`src/rtl/aftab_sllu_pkg.sv`:
```
// aftab_sllu_pkg: state and selLogic encodings shared by the serial logic unit
package aftab_sllu_pkg;
  typedef enum logic [1:0] {IDLE = 2'b00, RUN = 2'b01, DONE = 2'b10} state_t;
  localparam logic [1:0] SEL_XOR = 2'b00;
  localparam logic [1:0] SEL_ZERO = 2'b01;
  localparam logic [1:0] SEL_OR = 2'b10;
  localparam logic [1:0] SEL_AND = 2'b11;
endpackage

```
`src/rtl/aftab_llu_slice.sv`:
```
// aftab_llu_slice: CHUNK-wide combinational logic op; AFTAB_SLLU_INVB_EN enables ~B operand
module aftab_llu_slice
  import aftab_sllu_pkg::*;
#(
  parameter int CHUNK = 8
) (
  input  logic [CHUNK-1:0] a,
  input  logic [CHUNK-1:0] b,
  input  logic [1:0]       selLogic,
  input  logic             invB,
  output logic [CHUNK-1:0] y
);
  logic [CHUNK-1:0] bEff;
`ifdef AFTAB_SLLU_INVB_EN
  assign bEff = invB ? ~b : b;
`else
  logic unusedInvB;
  assign unusedInvB = invB;
  assign bEff = b;
`endif
  always_comb
    y = selLogic == SEL_ZERO ? '0 :
        selLogic == SEL_XOR ? a ^ bEff :
        selLogic == SEL_OR ? a | bEff : a & bEff;
endmodule

```
`src/rtl/aftab_serial_llu.sv`:
```
// aftab_serial_llu: multi-cycle logic unit, CHUNK bits per beat with start/done handshake
// AFTAB_SLLU_INVB_EN latches invB at start and feeds ~B to the slice
module aftab_serial_llu
  import aftab_sllu_pkg::*;
#(
  parameter int SIZE  = 32,
  parameter int CHUNK = 8
) (
  input  logic            clk,
  input  logic            rst,
  input  logic            startSLLU,
  input  logic [SIZE-1:0] a,
  input  logic [SIZE-1:0] b,
  input  logic [1:0]      selLogic,
  input  logic            invB,
  output logic            busy,
  output logic            doneSLLU,
  output logic [SIZE-1:0] lluResult
);
  localparam int N = SIZE / CHUNK;
  localparam int CW = N > 1 ? $clog2(N) : 1;
  state_t state, nxt;
  logic [CW-1:0] cnt;
  logic [SIZE-1:0] aReg, bReg, resNext;
  logic [1:0] selReg;
  logic [CHUNK-1:0] sliceOut;
  logic start, last, invEff;
`ifdef AFTAB_SLLU_INVB_EN
  logic invReg;
  always_ff @(posedge clk)
    invReg <= rst ? 1'b0 : (start ? invB : invReg);
  assign invEff = invReg;
`else
  logic unusedInvB;
  assign unusedInvB = invB;
  assign invEff = 1'b0;
`endif
  assign start = startSLLU && state != RUN;
  assign last = cnt == CW'(N - 1);
  assign busy = state == RUN;
  assign doneSLLU = state == DONE;
  always_comb
    nxt = start ? RUN : (state == RUN ? (last ? DONE : RUN) : IDLE);
  aftab_llu_slice #(.CHUNK(CHUNK)) u_slice (
    .a(aReg[CHUNK-1:0]),
    .b(bReg[CHUNK-1:0]),
    .selLogic(selReg),
    .invB(invEff),
    .y(sliceOut)
  );
  // Each beat's slice output enters at the MSB end, so the first beat ends up lowest
  generate
    if (N == 1) begin : g_one
      assign resNext = sliceOut;
    end else begin : g_many
      assign resNext = {sliceOut, lluResult[SIZE-1:CHUNK]};
    end
  endgenerate
  always_ff @(posedge clk)
    if (rst) begin
      state <= IDLE;
      cnt <= '0;
      aReg <= '0;
      bReg <= '0;
      selReg <= '0;
      lluResult <= '0;
    end else begin
      state <= nxt;
      if (start) begin
        aReg <= a;
        bReg <= b;
        selReg <= selLogic;
        cnt <= '0;
        lluResult <= '0;
      end else if (state == RUN) begin
        aReg <= aReg >> CHUNK;
        bReg <= bReg >> CHUNK;
        lluResult <= resNext;
        cnt <= cnt + CW'(1);
      end
    end
endmodule

```
`config.mk`:
```
export PLATFORM = sky130hd
export DESIGN_NAME = aftab_serial_llu
export DESIGN_NICKNAME = d
export VERILOG_FILES = /design/src/rtl/aftab_sllu_pkg.sv /design/src/rtl/aftab_llu_slice.sv /design/src/rtl/aftab_serial_llu.sv
export SDC_FILE = /design/constraint.sdc
export NUM_CORES = 1
export LEC_CHECK = 0
export CAP_MARGIN = 15
export CORE_ASPECT_RATIO = 0.9
export CORE_MARGIN = 5
export CORE_UTILIZATION = 45
export CTS_CLUSTER_DIAMETER = 80
export DETAILED_ROUTE_END_ITERATION = 8
export PLACE_DENSITY = 0.86
export REMOVE_ABC_BUFFERS = 1
export SETUP_SLACK_MARGIN = 0.3
export SYNTH_ARGS = -nofsm -noshare
export SYNTH_HDL_FRONTEND = slang
export SYNTH_SLANG_ARGS = --single-unit
```
`constraint.sdc`:
```
create_clock -name clk -period 1.1 [get_ports clk]
set_input_delay 0.11 -clock clk [delete_from_list [all_inputs] [get_ports clk]]
set_output_delay 0.11 -clock clk [all_outputs]
set_load 0.01 [all_outputs]
```
### Word-level counts from Yosys, hierarchy flattened

Index checks and enable logic that the tools add are counted.

| storage, ports and cells | value |
|---|---|
| flip-flop bits (word level) | 102 |
| output and inout bits | 34 |
| logic and storage cells | 33 |
| bits of input ports | 70 |

| operators by class | value |
|---|---|
| reductions and logical operators | 5 |
| multiplexer cells | 10 |
| bitwise operators | 4 |
| $add $sub $neg | 1 |
| equal/unequal tests | 6 |

Operators by type and width:

| kind | count |
|---|---|
| $mux W32 | 4 |
| $mux W8 | 3 |
| $and A8 B8 Y8 | 1 |
| $or A8 B8 Y8 | 1 |
| $xor A8 B8 Y8 | 1 |
| $eq A2 B2 Y1 const B | 3 |
| $eq A2 B1 Y1 const B | 2 |
| $reduce_or A3 Y1 | 1 |
| $add A2 B1 Y2 const B | 1 |
| $logic_not A2 Y1 | 1 |
| $mux W1 | 2 |
| $mux W2 | 1 |
| $ne A2 B1 Y1 const B | 1 |
| $reduce_bool A2 Y1 | 1 |
| $reduce_or A2 Y1 | 1 |
| $logic_and A1 B1 Y1 | 1 |
| $not A1 Y1 | 1 |

### Logic depth before layout (Yosys ltp)

Gate-level depths: netlist of run 1.

| logic depth | value |
|---|---|
| depth in word-level cells | 4 |
| depth in mapped cells | 6 |
| depth with buffers taken out | 5 |

### Hierarchy

A second synthesis of run 1 with hierarchy kept.

| unflattened totals | value |
|---|---|
| cells, all modules | 547 |
| area, all modules | 4668.2 sq um |

By module, submodules not included:

| module | area each (sq um) | cells an instance | sequential area each (sq um) | instances |
|---|---|---|---|---|
| aftab_serial_llu | 4197.8 | 488 | 2042.0 | 1 |
| aftab_llu_slice | 470.5 | 59 | 0.0 | 1 |

### Least setup slack after synthesis of run 1

OpenSTA, ideal clock, no wires.

| timing | value |
|---|---|
| path kind | flip-flop to flip-flop |
| start | register aReg[0] |
| end | register lluResult[24] |
| arrival time | 1.027 ns |
| clock period less this slack | 1.145 ns |
| library setup time | 0.117 ns |
| cell stages (with the launch flop) | 5 |
| slack | -0.045 ns |
| required time | 0.983 ns |
| buffers on the path | 0 |
| cell sequence | dfxtp_1 inv_1 ha_1 a21o_1 a32o_1 |

| between the ends | value |
|---|---|
| longest elaborated chain between the ends | 4 |
| elaborated cells between the ends (all ways) | 6 |
| those cells by class | 3 x mux; 3 x bitwise |

RTL lines:

| item | RTL line | RTL |
|---|---|---|
| start, declared | aftab_serial_llu.sv:24 | `logic [SIZE-1:0] aReg, bReg, resNext;` |
| start signal, assigned | aftab_serial_llu.sv:76 | `aReg <= aReg >> CHUNK;` |
| $and A8 B8 Y8 or $or A8 B8 Y8 (tied branches) | aftab_llu_slice.sv:24 | `selLogic == SEL_OR ? a \| bEff : a & bEff;` |
| $mux W8 | aftab_llu_slice.sv:24 |  |
| $mux W8 * | aftab_llu_slice.sv:23 | `selLogic == SEL_XOR ? a ^ bEff :` |
| $mux W8 * | aftab_llu_slice.sv:22 | `y = selLogic == SEL_ZERO ? '0 :` |
| end signal, assigned | aftab_serial_llu.sv:78 | `lluResult <= resNext;` |
| end, declared | aftab_serial_llu.sv:18 | `output logic [SIZE-1:0] lluResult` |

Every way passes the cells marked *; elsewhere a longest branch is shown, timed or not.
A chain may end at the register's enable or synchronous reset.

### Worst setup path after layout of run 1

| timing | value |
|---|---|
| start | register state[1] |
| end | register lluResult[31] |

| between the ends | value |
|---|---|
| longest elaborated chain between the ends | 3 |
| elaborated cells between the ends (all ways) | 4 |
| those cells by class | 2 x eq/ne; 2 x reduce/logical |

RTL lines:

| item | RTL line | RTL |
|---|---|---|
| start, declared | aftab_serial_llu.sv:22 | `state_t state, nxt;` |
| start signal, assigned | aftab_serial_llu.sv:68 | `state <= nxt;` |
| $ne A2 B1 Y1 | aftab_serial_llu.sv:38 | `assign start = startSLLU && state != RUN;` |
| $logic_and A1 B1 Y1 | aftab_serial_llu.sv:38 |  |
| $reduce_or A2 Y1 (no line) | -- |  |

Several ways; a longest one is shown, not always the timed one.

==> results_dict.tcl, run 1 <==
set metrics [dict create \
    die_h_microns 105.2 \
    min_from "rst" \
    power.leakage_nw 3.082 \
    dp_slack_ns -0.1776 \
    synthSimpleGateAreaFrac_pct 11.36 \
    setup_tns_ns -10.93 \
    cts_hold_buf 0 \
    place.gp.congestion 0.7576 \
    routed_wl_microns 15460 \
    io_pins 104 \
    grt_pass1_vias 4281 \
    seq_area_frac_synth_pct 45.11 \
    drt-pass1-iter-count 4 \
    synthAdderAreaFrac_pct 4.699 \
    rows 34 \
    dp_hpwl_microns 7793 \
    vias 4257 \
    fin_nets 728 \
    layout_common_cells "69 x buf_4, 66 x clkdlybuf4s50_1, 64 x mux2i_1" \
    r2r-start "state[1]" \
    hold_class "primary input to flip-flop" \
    cts_max_level 3 \
    max_clock_freq_ghz 0.7659 \
    whs_ns 0.1364 \
    critPathKind "flip-flop to flip-flop" \
    initial_utilization_pct 46.47 \
    synth_compound_area_share_pct 17.58 \
    post_drt_wl_per_cell_microns 20.02 \
    yosysUniqueCellTypes 28 \
    cts_buffers 9 \
    viasPerCell 5.514 \
    setup_viol 105 \
    coreArea_sq_mm 0.009742 \
    synthXorXnorAreaFrac_pct 0.1935 \
    final_util_pct 75.70 \
    fin_area_sq_mm 0.007375 \
    critPathRequiredTime_ns 1.40 \
    r2r_end "lluResult[31]" \
    dieArea_sq_mm 0.01217 \
    ctsRootBufferMaster "clkbuf_8" \
    report.final.slew_viol_count 0 \
    fin_ws_ns -0.2056 \
    hold_viol 0 \
    rr_worst_depth 4 \
    grt_pass1_wl_microns 20770 \
    synthMuxAreaShare_pct 14.15 \
    n_antenna_cell 0 \
    place_area_sq_mm 0.005834 \
    placed_cells 704 \
    synthCells 473 \
    max_slew_margin_pct 60.84 \
    grt_max_degree 38 \
    areaGrowthSynthToFinish_pct 62.91 \
    worstSetupEndpointType "flip-flop" \
    total_power_mw 8.637 \
    avgSynthCellArea_sq_um 9.570 \
    ir_worst_vdd_mv 0.8965 \
    outcome "finished, violations left" \
    finalClockSkew_ns 0.006373 \
    drive_above_1_share_pct 46.59 \
    power_density_mw_per_mm2 1171 \
    synth_area_sq_mm 0.004527 \
    synth_top_family_by_area "compound AO/OA/AOI/OAI gates" \
    dieWidth_microns 115.7 \
    cp.arrival_ns 1.61 \
    cts_tree "yes" \
    drt_drc_violations_left 0 \
    antenna_found_initial 0 \
    antenna_left 0 \
    numPortBuffers 102 \
    gr-usage-all-layers_pct 21.43 \
    final_cells 772 \
    rsz0062_at_grt "true" \
    post-route-min-period_ns 1.306 \
    tightest_slew_ns 0.5842 \
    rrSetupSlack_ns -0.21 \
    clkSlewWorstSetupHoldPaths_ns 0.10 \
    cts_sinks 102 \
    violations "setup timing" \
    dr.first_iter.drc_count 279 \
    cp-start-kind "flip-flop" \
    cts.path.max_buffers 2 \
    final_common_cell "buf_4" \
    clock_latency_ns 0.36 \
    min_path_cells 2 \
    ys_seq_elements 102 \
    max-cap-violations 0 \
    timing.final.crit_share_pct 118.7 \
    cp_max_fo 7 \
    yosysWarnings 0 \
    hold_end "selReg[0]" \
    overflow 0 \
]
worst max-delay path by stage:
stage / start / end / slack (ns)
2_1_floorplan: state[1] / lluResult[30] / -1.04
3_3_place_gp: state[1] / lluResult[29] / -0.17
3_5_place_dp: state[1] / lluResult[31] / -0.18
4_1_cts: state[1] / lluResult[30] / -0.11
5_1_grt: state[1] / lluResult[24] / -0.22
6_report: state[1] / lluResult[31] / -0.21
power by group:
group	switching, mW	internal, mW	total [mW]
sequential	0.175	3.92	4.10
combinational	0.971	1.11	2.09
clock	1.34	1.12	2.46
state kept, by name, indices dropped and copies added (netlist names):
signal and flops:
selReg 2, lluResult 32, state 2, aReg 32, cnt 2, bReg 32
cells in the mapped netlist:
cell type,number,area (sq um)
nand2b_4,1,13.76
buf_4,6,45.04
a2bb2oi_1,7,61.31
inv_2,1,3.750
a21oi_1,9,45.04
inv_1,18,67.56
a32o_1,7,70.07
nor3_2,1,10.01
clkbuf_1,9,33.78
buf_2,16,80.08
clkbuf_4,2,15.01
dfxtp_1,102,2042
nand2b_1,2,12.51
nor2b_1,2,12.51
and2_1,1,6.260
a211oi_1,50,375.4
o211ai_1,1,7.510
a21oi_2,19,166.4
nor2_1,68,255.2
ha_1,17,212.7
mux2i_1,64,640.6
buf_6,6,67.56
xnor2_1,1,8.760
o21ai_0,2,10.01
nand3_1,2,10.01
nor2_2,1,6.260
a21o_1,8,60.06
nand2_1,50,187.7
timing repair:
item,CTS,global route
resized for setup,286,66
pin swaps,14,26
cloned,5,8
endpoints found under the setup margin,136,136
setup buffers,27,12
cell type report:
cell class	instances	area, sq um
well taps	126	157.7
multi-input cells	313	2696
flip-flops and latches	102	2095
fillers	555	2367
clock inverters	5	58.81
repair buffers	196	2148
clock buffers	11	141.4
inverters	19	77.57
worst max-delay path, cell delays in order, from the launching register on:
cell,delay (ns)
dfxtp_2,0.34
nand2b_4,0.16
inv_4,0.07
nor3_2,0.45
a32o_1,0.22
layer usage:
layer,vias to the layer above,GRT usage [%],routed length [microns]
met2,148,37.19,8102
met1,2094,25.45,6084
met4,0,10.27,553
met5,-,0,0
met3,44,3.642,717
li1,1971,-,-
logic make-up after synthesis:
kind of cell / count (synthesis)
simple gates: 128
mux: 64
compound gates: 103
fa+ha+maj: 17
xor+xnor: 1
flops: 102
buf+inv: 58
Note: power is estimated with default switching activity, not from simulation.
==> run 2, diff against run 1 <==
--- a/config.mk
+++ b/config.mk
@@ -5,13 +5,15 @@
 export SDC_FILE = /design/constraint.sdc
 export NUM_CORES = 1
 export LEC_CHECK = 0
+export ABC_AREA = 1
 export CAP_MARGIN = 15
 export CORE_ASPECT_RATIO = 0.9
 export CORE_MARGIN = 5
 export CORE_UTILIZATION = 45
 export CTS_CLUSTER_DIAMETER = 80
 export DETAILED_ROUTE_END_ITERATION = 8
-export PLACE_DENSITY = 0.86
+export PLACE_DENSITY = 0.85
+export RECOVER_POWER = 100
 export REMOVE_ABC_BUFFERS = 1
 export SETUP_SLACK_MARGIN = 0.3
 export SYNTH_ARGS = -nofsm -noshare
==> run 2 against run 1 <==
Against the previous run: the flow still finishes with violations (setup timing); cell area up 7.1%; cell count up 30%; synthesized cell count up 48%; clock power up 25%; register-to-register slack worse by 0.09 ns; fmax down 6.4%; sequential power down 2%; total power up 5.0%; flip-flop and latch count unchanged; clock skew up 0.0020 ns; critical path depth up 5; sequential share of layout area down 2.2 points.
==> results_dict.tcl, run 2 <==
set metrics [dict create \
    synth_common_cells "304 x nand2_1, 102 x dfxtp_1, 87 x inv_1" \
    synthFlopType "dfxtp_1" \
    post-route-min-period_ns 1.395 \
    rsz0062_at_grt "true" \
    viasPerCell 5.028 \
    path_buf_inv 4 \
    final_util_pct 77.76 \
    final_cells 1000 \
    min_from "a[31]" \
    whs_ns 0.3134 \
    cp_max_fo 7 \
    power.leakage_nw 4.097 \
    areaGrowthSynthToFinish_pct 70.46 \
    gr-usage-all-layers_pct 21.18 \
    outcome "finished, violations left" \
    dr.first_iter.drc_count 397 \
    finalClockSkew_ns 0.008369 \
    critPathRequiredTime_ns 1.37 \
    r2r-start "state[0]" \
    overflow 0 \
    post_drt_wl_per_cell_microns 15.74 \
    fin_area_sq_mm 0.007900 \
    fin_nets 953 \
    cp_top_family "simple AND/OR/NAND/NOR gates" \
    die_h_microns 106.3 \
    hold_class "primary input to flip-flop" \
    max_slew_margin_pct 80.39 \
    setup_viol 104 \
    vias 5028 \
    synthCells 699 \
    ir_worst_vdd_mv 0.8581 \
    ys_seq_elements 102 \
    cts_tree "yes" \
    critPathKind "flip-flop to flip-flop" \
    power_density_mw_per_mm2 1148 \
    worstSetupEndpointType "flip-flop" \
    tightest_slew_ns 0.2942 \
    ctsRootBufferMaster "clkbuf_16" \
    timing.final.crit_share_pct 126.8 \
    worst_path_max_delay_cell "dfxtp_2" \
    synth_area_sq_mm 0.004634 \
    cts_buffers 9 \
    grt_max_degree 46 \
    final_common_cell "nand2_1" \
    drive_above_1_share_pct 36.85 \
    violations "setup timing" \
    place_area_sq_mm 0.006025 \
    yosysMostFrequentCell "nand2_1" \
    dieArea_sq_mm 0.01243 \
    avgSynthCellArea_sq_um 6.630 \
    io_pins 104 \
    placed_cells 929 \
    hold_viol 0 \
    regArea_sq_mm 0.002069 \
    yosysUniqueCellTypes 20 \
    routed_wl_microns 15740 \
    antenna_found_initial 0 \
    nFillCells 637 \
    rr_worst_depth 9 \
    cp-start-kind "flip-flop" \
    antenna_left 0 \
    grt_pass1_wl_microns 21070 \
    seq_area_frac_synth_pct 44.06 \
    place.gp.congestion 0.7560 \
    n_antenna_cell 0 \
    r2r_end "lluResult[31]" \
    clkSlewWorstSetupHoldPaths_ns 0.07 \
    clock_latency_ns 0.34 \
    yosysWarnings 0 \
    coreArea_sq_mm 0.01016 \
    path_cells "inv_2 > nor2_4 > buf_12 > buf_12 > buf_12 > nand3_1 > nor2_1 > nor2_1 > nor2_1" \
    cts_sinks 102 \
    dp_hpwl_microns 7309 \
    min_path_cells 3 \
    cpPeakStageDelay_ns 0.34 \
    synth_top_area_cell "dfxtp_1" \
    dieWidth_microns 117.0 \
    cp.arrival_ns 1.66 \
    synth_edf_count 0 \
    drt_drc_violations_left 0 \
    layout_common_cells "228 x nand2_1, 84 x dfxtp_1, 83 x inv_1" \
    synthArstFlopShare_pct 0 \
    synth_area_leaders "dfxtp_1 44%, nand2_1 25%, inv_1 7.0%" \
    rows 35 \
    max-cap-violations 0 \
    top_regs "aReg (32), bReg (32), lluResult (32)" \
    rrSetupSlack_ns -0.30 \
    cts_max_level 3 \
    report.final.slew_viol_count 0 \
    numPortBuffers 102 \
    max_clock_freq_ghz 0.7168 \
    cts_hold_buf 0 \
    initial_utilization_pct 45.62 \
    fin_ws_ns -0.2951 \
    multi_input_area_sq_mm 0.002804 \
    hold_end "aReg[31]" \
    yosysTopAreaCellShare_pct 44.06 \
    grt_pass1_vias 4469 \
    drt-pass1-iter-count 4 \
    cts.path.max_buffers 2 \
]
run 2: metrics by stage:
step / setup TNS [ns] / power [mW] / setup WS [ns]
after floorplan: -152.25 / 4.629 / -1.921
after global placement: -19.10 / 5.288 / -0.2423
after detailed placement: -22.02 / 5.316 / -0.3081
after CTS: -12.54 / 8.680 / -0.1730
after global routing: -24.33 / 9.401 / -0.3694
final: -18.99 / 9.072 / -0.2951
run 2: tightest hold or removal path, stage by stage:
cell	delay, ns
clkdlybuf4s50_1	0.39
nand2_1	0.06
a21oi_1	0.05
run 2: layer usage:
metal  GRT usage, %  part of all wire, %  up-vias
li1               -                    -     2448
met1          26.01                   38     2349
met2          36.11                   52      177
met3          4.382                  6.2       54
met4          7.944                  4.2        0
met5              0                    0        -
run 2: final cells by class:
type / instances / area share, %
Clock buffer: 12 / 3.247
Clock inverter: 4 / 0.3801
Inverter: 91 / 4.435
Multi-Input combinational cell: 469 / 35.49
Sequential cell: 102 / 26.20
Tap cell: 129 / 2.043
Timing Repair Buffer: 193 / 28.21
run 2: cells by family after synthesis:
kind of cell / share of synthesized area [%]
xor gates and xnor gates: 0.1890
and+or+nand+nor: 34.77
buffers and inverters: 11.31
DFF: 44.06
AOI/OAI and AO/OA: 5.076
adders and majority gates: 4.590
run 2: power breakdown:
| group | switching, mW | internal, mW | total (mW) |
|---|---|---|---|
| clock | 1.40 | 1.67 | 3.07 |
| sequential | 0.150 | 3.85 | 4.00 |
| combinational | 0.981 | 1.02 | 2.00 |
| total | 2.53 | 6.54 | 9.07 |
run 2: repair_timing:
action | in CTS | in global routing
gates resized for setup | 286 | 146
buffers inserted | 30 | 11
pin swaps | 14 | 55
gates cloned | 8 | 6
endpoints found under the setup margin | 136 | 136
run 2: worst max path at each step:
stage / from / end / slack [ns] / cells after the start
3_5_place_dp: startSLLU / bReg[19] / -0.31 / 8
3_3_place_gp: startSLLU / bReg[4] / -0.24 / 8
2_1_floorplan: state[1] / aReg[0] / -1.92 / 6
4_1_cts: state[0] / aReg[19] / -0.17 / 10
5_1_grt: state[0] / lluResult[31] / -0.37 / 9
6_report: state[0] / lluResult[31] / -0.30 / 9
==> run 3, diff against run 2 <==
--- a/config.mk
+++ b/config.mk
@@ -5,14 +5,15 @@
 export SDC_FILE = /design/constraint.sdc
 export NUM_CORES = 1
 export LEC_CHECK = 0
-export ABC_AREA = 1
+export ABC_AREA = 0
 export CAP_MARGIN = 15
 export CORE_ASPECT_RATIO = 0.9
 export CORE_MARGIN = 5
 export CORE_UTILIZATION = 45
 export CTS_CLUSTER_DIAMETER = 80
 export DETAILED_ROUTE_END_ITERATION = 8
-export PLACE_DENSITY = 0.85
+export HOLD_SLACK_MARGIN = 0.1
+export PLACE_DENSITY = 0.86
 export RECOVER_POWER = 100
 export REMOVE_ABC_BUFFERS = 1
 export SETUP_SLACK_MARGIN = 0.3
==> run 3 against run 2 <==
Against the previous run: the flow still finishes with violations (setup timing); flip-flop and latch count is the same; setup slack gained 0.11 ns; die area shrank 2.1%; cell count shrank 23%; routed wire length shrank 1.7%; clock-buffer cell count shrank 1; hold slack lost 0.17 ns; register-to-register slack gained 0.11 ns; global-route usage grew 0.25 points; total power shrank 4.9%; fmax grew 9.0%; critical endpoint unchanged.
==> results_dict.tcl, run 3 (same netlist as run 1, synthesis figures left out) <==
set metrics [dict create \
    critPathKind "flip-flop to flip-flop" \
    final_common_cell "buf_4" \
    rrSetupSlack_ns -0.18 \
    gr-usage-all-layers_pct 21.43 \
    n_antenna_cell 0 \
    dp_slack_ns -0.1776 \
    critPathRequiredTime_ns 1.40 \
    fin_ws_ns -0.1802 \
    cts_tree "yes" \
    min_path_cells 2 \
    rsz0062_at_grt "true" \
    clock_latency_ns 0.36 \
    min_from "rst" \
    fin_area_sq_mm 0.007375 \
    tightest_slew_ns 0.5679 \
    setup_tns_ns -10.74 \
    place_area_sq_mm 0.005834 \
    violations "setup timing" \
    cp-start-kind "flip-flop" \
    r2r_end "lluResult[31]" \
    antenna_found_initial 0 \
    viasPerCell 5.517 \
    power_density_mw_per_mm2 1170 \
    dr.first_iter.drc_count 278 \
    dieWidth_microns 115.7 \
    grt_pass1_vias 4281 \
    ir_worst_vdd_mv 0.8965 \
    nFillCells 555 \
    layout_common_cells "69 x buf_4, 66 x clkdlybuf4s50_1, 64 x mux2i_1" \
    overflow 0 \
    antenna_left 0 \
    die_h_microns 105.2 \
    finalClockSkew_ns 0.007000 \
    power.leakage_nw 3.082 \
    cp.arrival_ns 1.58 \
    timing.final.crit_share_pct 116.4 \
    rr_worst_depth 4 \
    initial_utilization_pct 46.47 \
    post-route-min-period_ns 1.280 \
    report.final.slew_viol_count 0 \
    post_drt_wl_per_cell_microns 20.03 \
    routed_wl_microns 15460 \
    cts_max_level 3 \
    fin_nets 728 \
    clkSlewWorstSetupHoldPaths_ns 0.10 \
    max-cap-violations 0 \
    hold_viol 0 \
    place.gp.congestion 0.7576 \
    cts_sinks 102 \
    final_cells 772 \
    hold_end "selReg[0]" \
    r2r-start "state[1]" \
    whs_ns 0.1403 \
    drt_drc_violations_left 0 \
    vias 4259 \
    hold_class "primary input to flip-flop" \
    drt-pass1-iter-count 4 \
    numPortBuffers 102 \
    outcome "finished, violations left" \
    coreArea_sq_mm 0.009742 \
    max_clock_freq_ghz 0.7812 \
    grt_max_degree 38 \
    drive_above_1_share_pct 46.59 \
    cts.path.max_buffers 2 \
    placed_cells 704 \
    setup_viol 105 \
    cp_max_fo 7 \
    grt_pass1_wl_microns 20770 \
    dp_hpwl_microns 7793 \
    rows 34 \
    ctsRootBufferMaster "clkbuf_8" \
    cts_buffers 9 \
    max_slew_margin_pct 62.14 \
    top_regs "aReg (32), bReg (32), lluResult (32)" \
    io_pins 104 \
    areaGrowthSynthToFinish_pct 62.91 \
    worstSetupEndpointType "flip-flop" \
    dieArea_sq_mm 0.01217 \
]
## run 3: cell count changes in the layout (fill, tap and decap cells not counted), sizes merged, moves of 3 or more
cell,previous run,this run
a211oi,0,50
a21o,0,8
a21oi,45,28
a2bb2oi,0,7
a32o,0,7
inv,91,18
mux2i,0,64
nand2,305,50
nand2b,0,3
nand3,63,2
nor2,35,69
## run 3: cell type report
class,instances,area (sq um),area share (%)
Tap cell,126,157.7,2.138
Clock inverter,5,58.81,0.7974
Inverter,19,77.57,1.052
Multi-Input combinational cell,313,2696,36.56
Clock buffer,11,141.4,1.917
Timing Repair Buffer,196,2148,29.13
Sequential cell,102,2095,28.40
## run 3: what timing repair did
| action | in CTS | in global routing |
|---|---|---|
| setup endpoints to repair | 136 | 136 |
| gates cloned | 5 | 8 |
| setup buffers | 27 | 12 |
| resized for setup | 286 | 66 |
| pin swaps | 14 | 26 |
| endpoints found under the hold margin | 2 | 0 |
## run 3: how the worst max path moves through the flow
stage | start | slack, ns | endpoint | cells past startpoint
finish | state[1] | -0.18 | lluResult[31] | 4
detailed placement | state[1] | -0.18 | lluResult[31] | 4
global placement | state[1] | -0.17 | lluResult[29] | 4
global route | state[1] | -0.22 | lluResult[24] | 4
CTS | state[1] | -0.11 | lluResult[30] | 6
floorplan | state[1] | -1.04 | lluResult[30] | 3
## run 3: power by group
part           internal, mW  total, mW  switching [mW]
clock                  1.12       2.45            1.33
combinational          1.11       2.08           0.971
sequential             3.92       4.09           0.174
## run 3: layer usage
metal / routed length (microns) / vias to the layer above / global-route usage (%)
met5: 0 / - / 0
met4: 583 / 0 / 10.27
met3: 755 / 46 / 3.642
met2: 8165 / 148 / 37.19
met1: 5958 / 2094 / 25.45
li1: - / 1971 / -
## run 3: stage by stage
stage	utilization, %	total power [mW]
after floorplan	-	4.735
after global placement	59.89	5.429
after detailed placement	59.89	5.490
after CTS	69.73	8.200
after global routing	75.70	8.970
final	75.70	8.630
## run 3: worst max-delay path, cell delays in order (launching register included)
cell	delay [ns]
dfxtp_2	0.34
nand2b_4	0.16
inv_4	0.07
nor3_2	0.43
a32o_1	0.22
